--- config.mk ---
export PLATFORM = sky130hd
export DESIGN_NAME = vend_dispense_ctrl
export DESIGN_NICKNAME = d
export VERILOG_FILES = /design/src/rtl/vend_pkg.sv /design/src/rtl/vend_req_fifo.sv /design/src/rtl/vend_dispense_ctrl.sv
export SDC_FILE = /design/constraint.sdc
export NUM_CORES = 1
export LEC_CHECK = 0
export CAP_MARGIN = 20
export CORE_AREA = 2 2 91 93
export DETAILED_ROUTE_END_ITERATION = 10
export DIE_AREA = 0 0 93 95
export GPL_TIMING_DRIVEN = 0
export PLACE_DENSITY = 0.66
export SYNTH_ARGS = -nofsm -noshare
export SYNTH_HDL_FRONTEND = slang
export SYNTH_HIERARCHICAL = 1
export SYNTH_SLANG_ARGS = --single-unit
--- constraint.sdc ---
create_clock -name clk -period 3.31 [get_ports clk]
set_clock_uncertainty 0.05 [all_clocks]
set_input_delay 0.662 -clock clk [delete_from_list [all_inputs] [get_ports clk]]
set_output_delay 0.662 -clock clk [all_outputs]
set_load 0.02 [all_outputs]
--- src/rtl/vend_pkg.sv ---
// Shared types and constants for the vending dispense controller.
package vend_pkg;

  typedef enum logic [1:0] {
    ST_IDLE   = 2'd0,
    ST_VEND   = 2'd1,
    ST_CHANGE = 2'd2,
    ST_FAULT  = 2'd3
  } vend_state_e;

  // Coin codes exchanged with the coin-acceptance FSM
  localparam logic [1:0] COIN_NONE = 2'b00;
  localparam logic [1:0] COIN_FIVE = 2'b01;
  localparam logic [1:0] COIN_TEN  = 2'b10;

  localparam int DEF_QDEPTH        = 4;
  localparam int DEF_MOTOR_TIMEOUT = 1000;
  localparam int DEF_SOL_PULSE     = 50;
  localparam int DEF_INV_W         = 8;

  function automatic logic [15:0] sat_inc16(input logic [15:0] v);
    return (v == 16'hFFFF) ? v : v + 16'd1;
  endfunction

endpackage

--- src/rtl/vend_req_fifo.sv ---
// 1-bit request FIFO; a push into a full FIFO is accepted only when a pop happens the same cycle.
module vend_req_fifo
  import vend_pkg::*;
#(
  parameter int DEPTH = DEF_QDEPTH
) (
  input  logic clk,
  input  logic rst,
  input  logic push,
  input  logic pop,
  input  logic din,
  output logic dout,
  output logic full,
  output logic empty,
  output logic empty_next
);

  localparam int AW = $clog2(DEPTH);
  localparam logic [AW:0] DEPTH_C = (AW+1)'(DEPTH);

  logic [DEPTH-1:0] mem_r;
  logic [AW-1:0]    rd_ptr_r;
  logic [AW-1:0]    wr_ptr_r;
  logic [AW:0]      count_r;
  logic [AW:0]      count_nx_s;
  logic             do_push_s;
  logic             do_pop_s;

  // accept/occupancy decisions
  always_comb begin
    do_pop_s   = pop && (count_r != {(AW+1){1'b0}});
    do_push_s  = push && ((count_r != DEPTH_C) || do_pop_s);
    count_nx_s = count_r;
    case ({do_push_s, do_pop_s})
      2'b10:   count_nx_s = count_r + (AW+1)'(1);
      2'b01:   count_nx_s = count_r - (AW+1)'(1);
      default: count_nx_s = count_r;
    endcase
  end

  // storage and pointers
  always_ff @(posedge clk) begin
    if (rst) begin
      mem_r    <= {DEPTH{1'b0}};
      rd_ptr_r <= {AW{1'b0}};
      wr_ptr_r <= {AW{1'b0}};
      count_r  <= {(AW+1){1'b0}};
    end else begin
      if (do_push_s) begin
        mem_r[wr_ptr_r] <= din;
        wr_ptr_r        <= wr_ptr_r + AW'(1);
      end
      if (do_pop_s) begin
        rd_ptr_r <= rd_ptr_r + AW'(1);
      end
      count_r <= count_nx_s;
    end
  end

  assign dout       = mem_r[rd_ptr_r];
  assign full       = (count_r == DEPTH_C);
  assign empty      = (count_r == {(AW+1){1'b0}});
  assign empty_next = (count_nx_s == {(AW+1){1'b0}});

endmodule

--- src/rtl/vend_dispense_ctrl.sv ---
// Dispense/change consumer: queues vend requests, runs the motor and change solenoid, tracks inventory.
// Optional VEND_STATS_EN builds a saturating 16-bit completed-vend counter on vend_count.
module vend_dispense_ctrl
  import vend_pkg::*;
#(
  parameter int QDEPTH        = DEF_QDEPTH,
  parameter int MOTOR_TIMEOUT = DEF_MOTOR_TIMEOUT,
  parameter int SOL_PULSE     = DEF_SOL_PULSE,
  parameter int INV_W         = DEF_INV_W
) (
  input  logic             clk,
  input  logic             rst,
  input  logic             dispense,
  input  logic             chg5,
  input  logic             motor_done,
  input  logic             refill,
  input  logic [INV_W-1:0] refill_prod,
  input  logic [INV_W-1:0] refill_coin,
  output logic             motor_on,
  output logic             coin_ret,
  output logic             sold_out,
  output logic             exact_change,
  output logic             busy,
  output logic             overflow,
  output logic             change_owed,
  output logic             fault,
  output logic [15:0]      vend_count
);

  localparam int TMAX = (MOTOR_TIMEOUT > SOL_PULSE) ? MOTOR_TIMEOUT : SOL_PULSE;
  localparam int TW   = $clog2(TMAX + 1);
  localparam logic [TW-1:0] TO_LAST  = TW'(MOTOR_TIMEOUT - 1);
  localparam logic [TW-1:0] SOL_LAST = TW'(SOL_PULSE - 1);

  vend_state_e      state_r, state_nx_s;
  logic [TW-1:0]    timer_r, timer_nx_s;
  logic             chg_r, chg_nx_s;
  logic [INV_W-1:0] prod_r, prod_nx_s;
  logic [INV_W-1:0] coin_r, coin_nx_s;
  logic             pop_s;
  logic             owed_set_s;
  logic             drop_s;
  logic             q_dout_s, q_full_s, q_empty_s, q_empty_nx_s;

  vend_req_fifo #(.DEPTH(QDEPTH)) u_fifo (
    .clk        (clk),
    .rst        (rst),
    .push       (dispense),
    .pop        (pop_s),
    .din        (chg5),
    .dout       (q_dout_s),
    .full       (q_full_s),
    .empty      (q_empty_s),
    .empty_next (q_empty_nx_s)
  );

  assign drop_s = dispense && q_full_s && !pop_s;

  // next-state, inventory and timer decisions
  always_comb begin
    state_nx_s = state_r;
    timer_nx_s = timer_r;
    chg_nx_s   = chg_r;
    prod_nx_s  = prod_r;
    coin_nx_s  = coin_r;
    pop_s      = 1'b0;
    owed_set_s = 1'b0;
    case (state_r)
      ST_IDLE: begin
        if (refill) begin
          prod_nx_s = refill_prod;
          coin_nx_s = refill_coin;
        end else if (!q_empty_s) begin
          pop_s = 1'b1;
          // an entry popped while sold out is simply discarded
          if (prod_r != {INV_W{1'b0}}) begin
            state_nx_s = ST_VEND;
            timer_nx_s = {TW{1'b0}};
            chg_nx_s   = q_dout_s;
          end else begin
            state_nx_s = ST_IDLE;
          end
        end else begin
          state_nx_s = ST_IDLE;
        end
      end
      ST_VEND: begin
        if (motor_done) begin
          prod_nx_s  = prod_r - INV_W'(1);
          timer_nx_s = {TW{1'b0}};
          if (chg_r && (coin_r != {INV_W{1'b0}})) begin
            state_nx_s = ST_CHANGE;
          end else if (chg_r) begin
            owed_set_s = 1'b1;
            state_nx_s = ST_IDLE;
          end else begin
            state_nx_s = ST_IDLE;
          end
        end else if (timer_r == TO_LAST) begin
          state_nx_s = ST_FAULT;
        end else begin
          timer_nx_s = timer_r + TW'(1);
        end
      end
      ST_CHANGE: begin
        if (timer_r == SOL_LAST) begin
          coin_nx_s  = coin_r - INV_W'(1);
          state_nx_s = ST_IDLE;
        end else begin
          timer_nx_s = timer_r + TW'(1);
        end
      end
      ST_FAULT: begin
        state_nx_s = ST_FAULT;
      end
      default: begin
        state_nx_s = ST_IDLE;
      end
    endcase
  end

  // state, inventory and registered outputs (derived from next-state values)
  always_ff @(posedge clk) begin
    if (rst) begin
      state_r      <= ST_IDLE;
      timer_r      <= {TW{1'b0}};
      chg_r        <= 1'b0;
      prod_r       <= {INV_W{1'b0}};
      coin_r       <= {INV_W{1'b0}};
      motor_on     <= 1'b0;
      coin_ret     <= 1'b0;
      sold_out     <= 1'b1;
      exact_change <= 1'b1;
      busy         <= 1'b0;
      overflow     <= 1'b0;
      change_owed  <= 1'b0;
      fault        <= 1'b0;
    end else begin
      state_r      <= state_nx_s;
      timer_r      <= timer_nx_s;
      chg_r        <= chg_nx_s;
      prod_r       <= prod_nx_s;
      coin_r       <= coin_nx_s;
      motor_on     <= (state_nx_s == ST_VEND);
      coin_ret     <= (state_nx_s == ST_CHANGE);
      sold_out     <= (prod_nx_s == {INV_W{1'b0}});
      exact_change <= (coin_nx_s == {INV_W{1'b0}});
      busy         <= (state_nx_s != ST_IDLE) || !q_empty_nx_s;
      overflow     <= overflow | drop_s;
      change_owed  <= change_owed | owed_set_s;
      fault        <= (state_nx_s == ST_FAULT);
    end
  end

`ifdef VEND_STATS_EN
  logic [15:0] vend_count_r;

  // completed-vend counter, saturating
  always_ff @(posedge clk) begin
    if (rst) begin
      vend_count_r <= 16'h0000;
    end else if ((state_r == ST_VEND) && motor_done) begin
      vend_count_r <= sat_inc16(vend_count_r);
    end else begin
      vend_count_r <= vend_count_r;
    end
  end

  assign vend_count = vend_count_r;
`else
  assign vend_count = 16'h0000;
`endif

endmodule
==> flow_summary.yaml, run 1 <==
clock_network:
  cts_buffer_depth: 2
  numCtsBuffers: 5
  root_buffer: "clkbuf_8"
  clock-sinks: 48
  clock_latency_ns: 0.31
  cts_hold_buf: 0
  cts_tree: "yes"
  clk_pin_slew_ns: 0.10
  htreeDepth: 2
grt:
  grt_overflow: 0
  antenna_found_initial: 0
  grt_pass1_wl_mm: 11.05
  grt_max_degree: 16
  grt_usage_pct: 15.48
  grt.met1_usage_pct: 19.23
  grt.busiest_layer: "met2"
  grt_use_met2_pct: 27.23
  use_met3_pct: 2.474
  grt_pass1_vias: 2450
critical_path:
  end_kind: "flop"
  critPathSlowestCell: "or4b_1"
  worstPathCellList: "inv_1 -> ha_2 -> nand2b_4 -> or2_4 -> inv_1 -> or4b_1 -> buf_4 -> and2_4 -> inv_1 -> ha_2 -> inv_1 -> fa_2 -> xnor2_2 -> xnor2_1 -> a22o_1 -> a31oi_1"
  worstPathRequired_ns: 3.44
  reg2reg_to: "busy$_SDFF_PP0_"
  worstReg2RegStart: "state_r[1]$_SDFF_PP0_"
  crit_arrival_ns: 3.24
  reg2reg_slack_ns: 0.20
  crit_fanout: 7
  cp_common_cell: "inv_1"
  start_kind: "flop"
  rr_worst_depth: 16
  critical-path-top-delay-family: "simple AND/OR/NAND/NOR gates"
  critPathKind: "flop to flop"
  crit_start: "state_r[1]$_SDFF_PP0_"
  slowest_delay_ns: 0.47
  path_buf_inv: 5
floorplanning:
  die_area_um2: 8835
  coreArea_um2: 7928
  rows: 33
  start_util_pct: 38.45
  io_pins: 46
  die_x_um: 93
  die_h_um: 95
synthesis:
  synth.yosys.seq_area_share_pct: 31.53
  ys_seq_elements: 48
  synth_warnings: 6
  yosysUniqueCellTypes: 62
  syn_area_um2: 3048
  avgSynthCellArea_um2: 8.562
  syn_inst: 356
  synthFlopType: "dfxtp_1"
  synth-async-reset-ratio_pct: 0
  synth-edff-count: 0
finish:
  diodes: 0
  drive_gt1_share_pct: 16.34
  postLayoutCellArea_um2: 3706
  nNetsFinal: 447
  most-common-layout-cells: "47 x nor2_1, 46 x dfxtp_1, 28 x clkdlybuf4s50_1"
  final_common_cell: "nor2_1"
  area_growth_syn_to_layout_pct: 21.59
route:
  vias_per_cell: 4.975
  dr.first_iter.drc_count: 142
  wl_per_cell_um: 13.29
  ant_nets: 0
  via_count: 2562
  drtPass1Iterations: 4
  routed_wl_mm: 6.842
  drc_errors: 0
timing:
  finalCritPeriodShare_pct: 93.89
  slew_violations: 0
  setup-violations-final: 0
  fmax_ghz: 0.3218
  period_needed_ns: 3.108
  slew-limit-headroom_pct: 60.09
  rsz0062_at_grt: "false"
  worst_pin_slew_ns: 0.5904
  hold_viol_final: 0
  whs_ns: 0.4350
placed_design:
  place_area_um2: 3516
  io_buffers: 28
  dpl.hpwl_mm: 4.994
  gp_congestion: 0.8158
power:
  finalPower_uw: 2489
  pwr_density_cell_nw_per_um2: 671.6
  max-vdd-ir-drop_uv: 267.6
  p_leak_uw: 0.001566
status:
  status: "finished clean"
min_path:
  hold_path.startpoint: "u_fifo/mem_r[3]$_SDFFE_PP0P_"
  hold_end: "u_fifo/mem_r[3]$_SDFFE_PP0P_"
  hold-path-cell-count: 2
  holdCritPathClass: "flop to flop"
run:
  cap_violations: 0
## area by class of cell
class                   count  area, um2
fillers                   810       4222
multi-input cells         270       1899
flip-flops and latches     48      968.4
repair buffers             31      302.8
plain buffers              34      211.5
well taps                 105      131.4
clock buffers               6      82.58
inverters                  19      71.32
clock inverters             2      38.79
## routing by layer
layer / routed length [um] / vias up
li1: - / 1319
met1: 3195 / 1186
met2: 3304 / 48
met3: 254 / 9
met4: 89 / 0
met5: 0 / -
## timing repair
item / CTS / global route
resized for setup: 6 / 8
pin swaps: 1 / 1
setup endpoints to repair: 2 / 2
setup buffers: 2 / 1
## flip-flops by register name, indices dropped and copies added, names as in the netlist, 2 cells and up
signal and count:
u_fifo/rd_ptr_r 2, u_fifo/count_r 3, u_fifo/wr_ptr_r 2, u_fifo/mem_r 4, state_r 2, timer_r 10
coin_r 8, prod_r 8
## worst max-delay path by stage
stage,endpoint,slack (ns),depth (start not counted)
global route,busy$_SDFF_PP0_,0.01,14
global placement,busy$_SDFF_PP0_,-0.27,15
detailed placement,busy$_SDFF_PP0_,-0.31,15
floorplan,busy$_SDFF_PP0_,0.02,15
CTS,busy$_SDFF_PP0_,0.05,16
finish,busy$_SDFF_PP0_,0.20,16
## worst min-delay path: stages, from the launching register on
cell      delay, ns
dfxtp_1        0.33
nand2b_1       0.06
mux2i_1        0.06
## where the power goes
group	switching, uW	internal, uW
clock	207	247
sequential	127	695
combinational	664	549
## cells in the mapped netlist (4+ instances only)
cell type	number	area, um2
inv_1	19	71.32
xor2_1	15	131.4
buf_2	4	20.02
nor3_1	6	30.03
dfxtp_1	48	960.9
mux2i_1	7	70.07
nor2b_1	5	31.28
clkbuf_1	10	37.54
buf_4	18	135.1
nand2_1	13	48.80
nand2b_1	8	50.05
ha_1	15	187.7
and3_1	6	37.54
nand3_1	12	60.06
o21ai_0	6	30.03
nand4_1	7	43.79
a22o_1	13	113.9
nor2_1	47	176.4
xnor2_1	11	96.34
a21oi_1	19	95.09
mux2_2	11	123.9
nor4_1	5	31.28
## logic make-up after synthesis
logic type,Yosys count,synth area share (%)
and+or+nand+nor,133,23.28
AOI/OAI and AO/OA,60,14.49
buffers and inverters,53,9.195
DFF,48,31.53
xor gates and xnor gates,26,7.471
muxes,19,7.102
adders and majority gates,16,6.814
other,1,0.1230
## per-stage QoR
stage / setup TNS (ns) / setup WS [ns] / cells / util, %
2_1_floorplan: 0 / 0.01571 / 371 / -
3_3_place_gp: -0.4628 / -0.2692 / 504 / 44.35
3_5_place_dp: -0.5593 / -0.3097 / 504 / 44.35
4_1_cts: 0 / 0.04784 / 514 / 46.32
5_1_grt: 0 / 0.01429 / 515 / 46.75
6_report: 0 / 0.2024 / 515 / 46.75
(Power assumes the default switching activity.)
==> inputs of run 2 (changes only) <==
--- a/config.mk
+++ b/config.mk
@@ -6,11 +6,12 @@
 export NUM_CORES = 1
 export LEC_CHECK = 0
 export CAP_MARGIN = 20
-export CORE_AREA = 2 2 91 93
+export CORE_AREA = 2 2 82 84
 export DETAILED_ROUTE_END_ITERATION = 10
-export DIE_AREA = 0 0 93 95
+export DIE_AREA = 0 0 84 86
 export GPL_TIMING_DRIVEN = 0
-export PLACE_DENSITY = 0.66
+export PLACE_DENSITY = 0.78
+export SKIP_LAST_GASP = 1
 export SYNTH_ARGS = -nofsm -noshare
 export SYNTH_HDL_FRONTEND = slang
 export SYNTH_HIERARCHICAL = 1
==> constraint.sdc (replaced) <==
create_clock -name clk -period 3.31 [get_ports clk]
set_clock_uncertainty 0.05 [all_clocks]
set_input_delay 0.662 -clock clk [delete_from_list [all_inputs] [get_ports clk]]
set_output_delay 0.662 -clock clk [all_outputs]
set_load 0.1 [all_outputs]
==> run 2 against run 1 <==
Flip-flop and latch count stayed put. Power grew 7.2%. Critical path depth did not move. Highest routed layer unchanged.
==> flow_summary.yaml, run 2 (same netlist as run 1, synthesis figures left out) <==
status:
  status: "finished clean"
timing:
  whs_ns: 0.4367
  setup-violations-final: 0
  worst_pin_slew_ns: 0.9736
  rsz0062_at_grt: "false"
  slew-limit-headroom_pct: 34.89
  fmax_ghz: 0.3193
  slew_violations: 0
  period_needed_ns: 3.132
  hold_viol_final: 0
  layout_setup_ws_ns: 0.1784
  finalCritPeriodShare_pct: 94.61
power:
  intPower_uw: 1484
  p_clk_share_pct: 16.1
  power_frac_seq_pct: 30.7
  p_leak_uw: 0.001571
  max-vdd-ir-drop_uv: 382.7
  switching_share_pct: 44.40
  comb_power_share_pct: 53.2
  p_switching_uw: 1185
  pwr_density_cell_nw_per_um2: 725.3
route:
  routed_wl_mm: 6.551
  ant_nets: 0
  drc_errors: 0
  vias_per_cell: 5.428
  dr.first_iter.drc_count: 129
  drtPass1Iterations: 4
  wl_per_cell_um: 13.34
  via_count: 2665
floorplanning:
  start_util_pct: 48.55
  die_x_um: 84
  io_pins: 46
  rows: 29
  die_h_um: 86
  die_area_um2: 7224
  coreArea_um2: 6277
finish:
  area_growth_syn_to_layout_pct: 20.69
  drive_gt1_share_pct: 16.91
  diodes: 0
  postLayoutCellArea_um2: 3679
  nNetsFinal: 451
  layoutNonFillerInstCount: 491
  largest_reg_flops: 10
  post-route-util_pct: 58.60
  final_common_cell: "nor2_1"
  largest_register: "timer_r"
  most-common-layout-cells: "47 x nor2_1, 46 x dfxtp_1, 28 x clkdlybuf4s50_1"
  reg_top3: "timer_r: 10 flops, coin_r: 8 flops, prod_r: 8 flops"
min_path:
  hold_end: "change_owed$_SDFF_PP0_"
  hold_path.startpoint: "change_owed$_SDFF_PP0_"
  holdCritPathClass: "flop to flop"
  hold-path-cell-count: 2
placed_design:
  pre_cts_ws_ns: -0.2692
  place_area_um2: 3481
  place_inst: 476
  gp_congestion: 0.8503
  dpl.hpwl_mm: 4.827
  io_buffers: 28
critical_path:
  reg2reg_to: "busy$_SDFF_PP0_"
  rr_worst_depth: 16
  critPathKind: "flop to flop"
  crit_arrival_ns: 3.26
  worstReg2RegStart: "state_r[0]$_SDFF_PP0_"
  crit_fanout: 7
  end_kind: "flop"
  reg2reg_slack_ns: 0.18
  worstPathRequired_ns: 3.44
  start_kind: "flop"
grt:
  grt_max_degree: 16
  antenna_found_initial: 0
  grt_overflow: 0
  grt_usage_pct: 17.86
  grt_pass1_wl_mm: 10.66
  grt_pass1_vias: 2380
clock_network:
  cts_hold_buf: 0
  numCtsBuffers: 5
  clock_latency_ns: 0.31
  cts_tree: "yes"
  root_buffer: "clkbuf_8"
  cts_buffer_depth: 2
  clock-sinks: 48
  clk_pin_slew_ns: 0.09
  htreeDepth: 2
run:
  cap_violations: 0
==> run 2: cell types whose count changed in the layout (fill, tap and decap cells not counted), sizes merged <==
cell,before,now
clkinvlp,0,1
buf,27,31
clkbuf,16,15
==> run 2: final cells by class <==
type,instances,area (um2)
Timing Repair Buffer,35,332.8
Buffer,34,209.0
Inverter,19,71.32
Clock buffer,5,68.82
Fill cell,540,2599
Tap cell,77,96.34
Sequential cell,48,968.4
Clock inverter,3,42.54
Multi-Input combinational cell,270,1889
==> run 2: routing by layer <==
layer  GRT usage, %  up-vias  wire [um]
met5              0        -          0
met4          4.252        0         50
met3          3.176        6        319
met2          32.15       74       3299
met1          22.27     1259       2882
li1               -     1326          -
==> run 2: worst max-delay path by stage <==
stage	depth (start not counted)	slack (ns)	startpoint	to
6_report	16	0.18	state_r[0]$_SDFF_PP0_	busy$_SDFF_PP0_
2_1_floorplan	15	0.02	refill	busy$_SDFF_PP0_
3_5_place_dp	15	-0.27	refill	busy$_SDFF_PP0_
5_1_grt	16	0.009	state_r[0]$_SDFF_PP0_	busy$_SDFF_PP0_
3_3_place_gp	15	-0.25	refill	busy$_SDFF_PP0_
4_1_cts	16	0.005	state_r[0]$_SDFF_PP0_	busy$_SDFF_PP0_
==> run 2: power groups by stage <==
stage          combinational [uW]  clock [uW]  sequential (uW)
2_1_floorplan                 922           0              949
3_3_place_gp                 1310           0              816
3_5_place_dp                 1330           0              821
4_1_cts                      1360         441              813
5_1_grt                      1540         464              834
6_report                     1420         431              818
==> run 2: repair_timing <==
item	CTS	global route
buffers inserted	2	5
resized for setup	5	6
endpoints found under the setup margin	2	2
pin swaps	1	3
==> run 2: critical path: stages (launching register included) <==
cell and delay (ns):
dfxtp_4 0.38, inv_1 0.06, ha_2 0.21, nand2b_1 0.10, or2_2 0.15, inv_1 0.07, or4b_1 0.46, buf_2 0.17
and2_4 0.17, inv_1 0.05, ha_2 0.20, inv_1 0.06, fa_2 0.35, xnor2_2 0.19, xnor2_1 0.14, a22o_1 0.14
a31oi_1 0.06
==> run 2: through the flow <==
step / total power [uW] / setup TNS, ns
floorplan: 1872 / 0
global placement: 2125 / -0.4250
detailed placement: 2155 / -0.4608
CTS: 2614 / 0
global route: 2839 / 0
finish: 2668 / 0
==> inputs of run 3 (changes only) <==
--- a/config.mk
+++ b/config.mk
@@ -7,6 +7,7 @@
 export LEC_CHECK = 0
 export CAP_MARGIN = 20
 export CORE_AREA = 2 2 82 84
+export CTS_CLUSTER_DIAMETER = 30
 export DETAILED_ROUTE_END_ITERATION = 10
 export DIE_AREA = 0 0 84 86
 export GPL_TIMING_DRIVEN = 0
==> results of run 3 <==
Same layout as run 2: the final DEF is identical, and so are final timing and power.
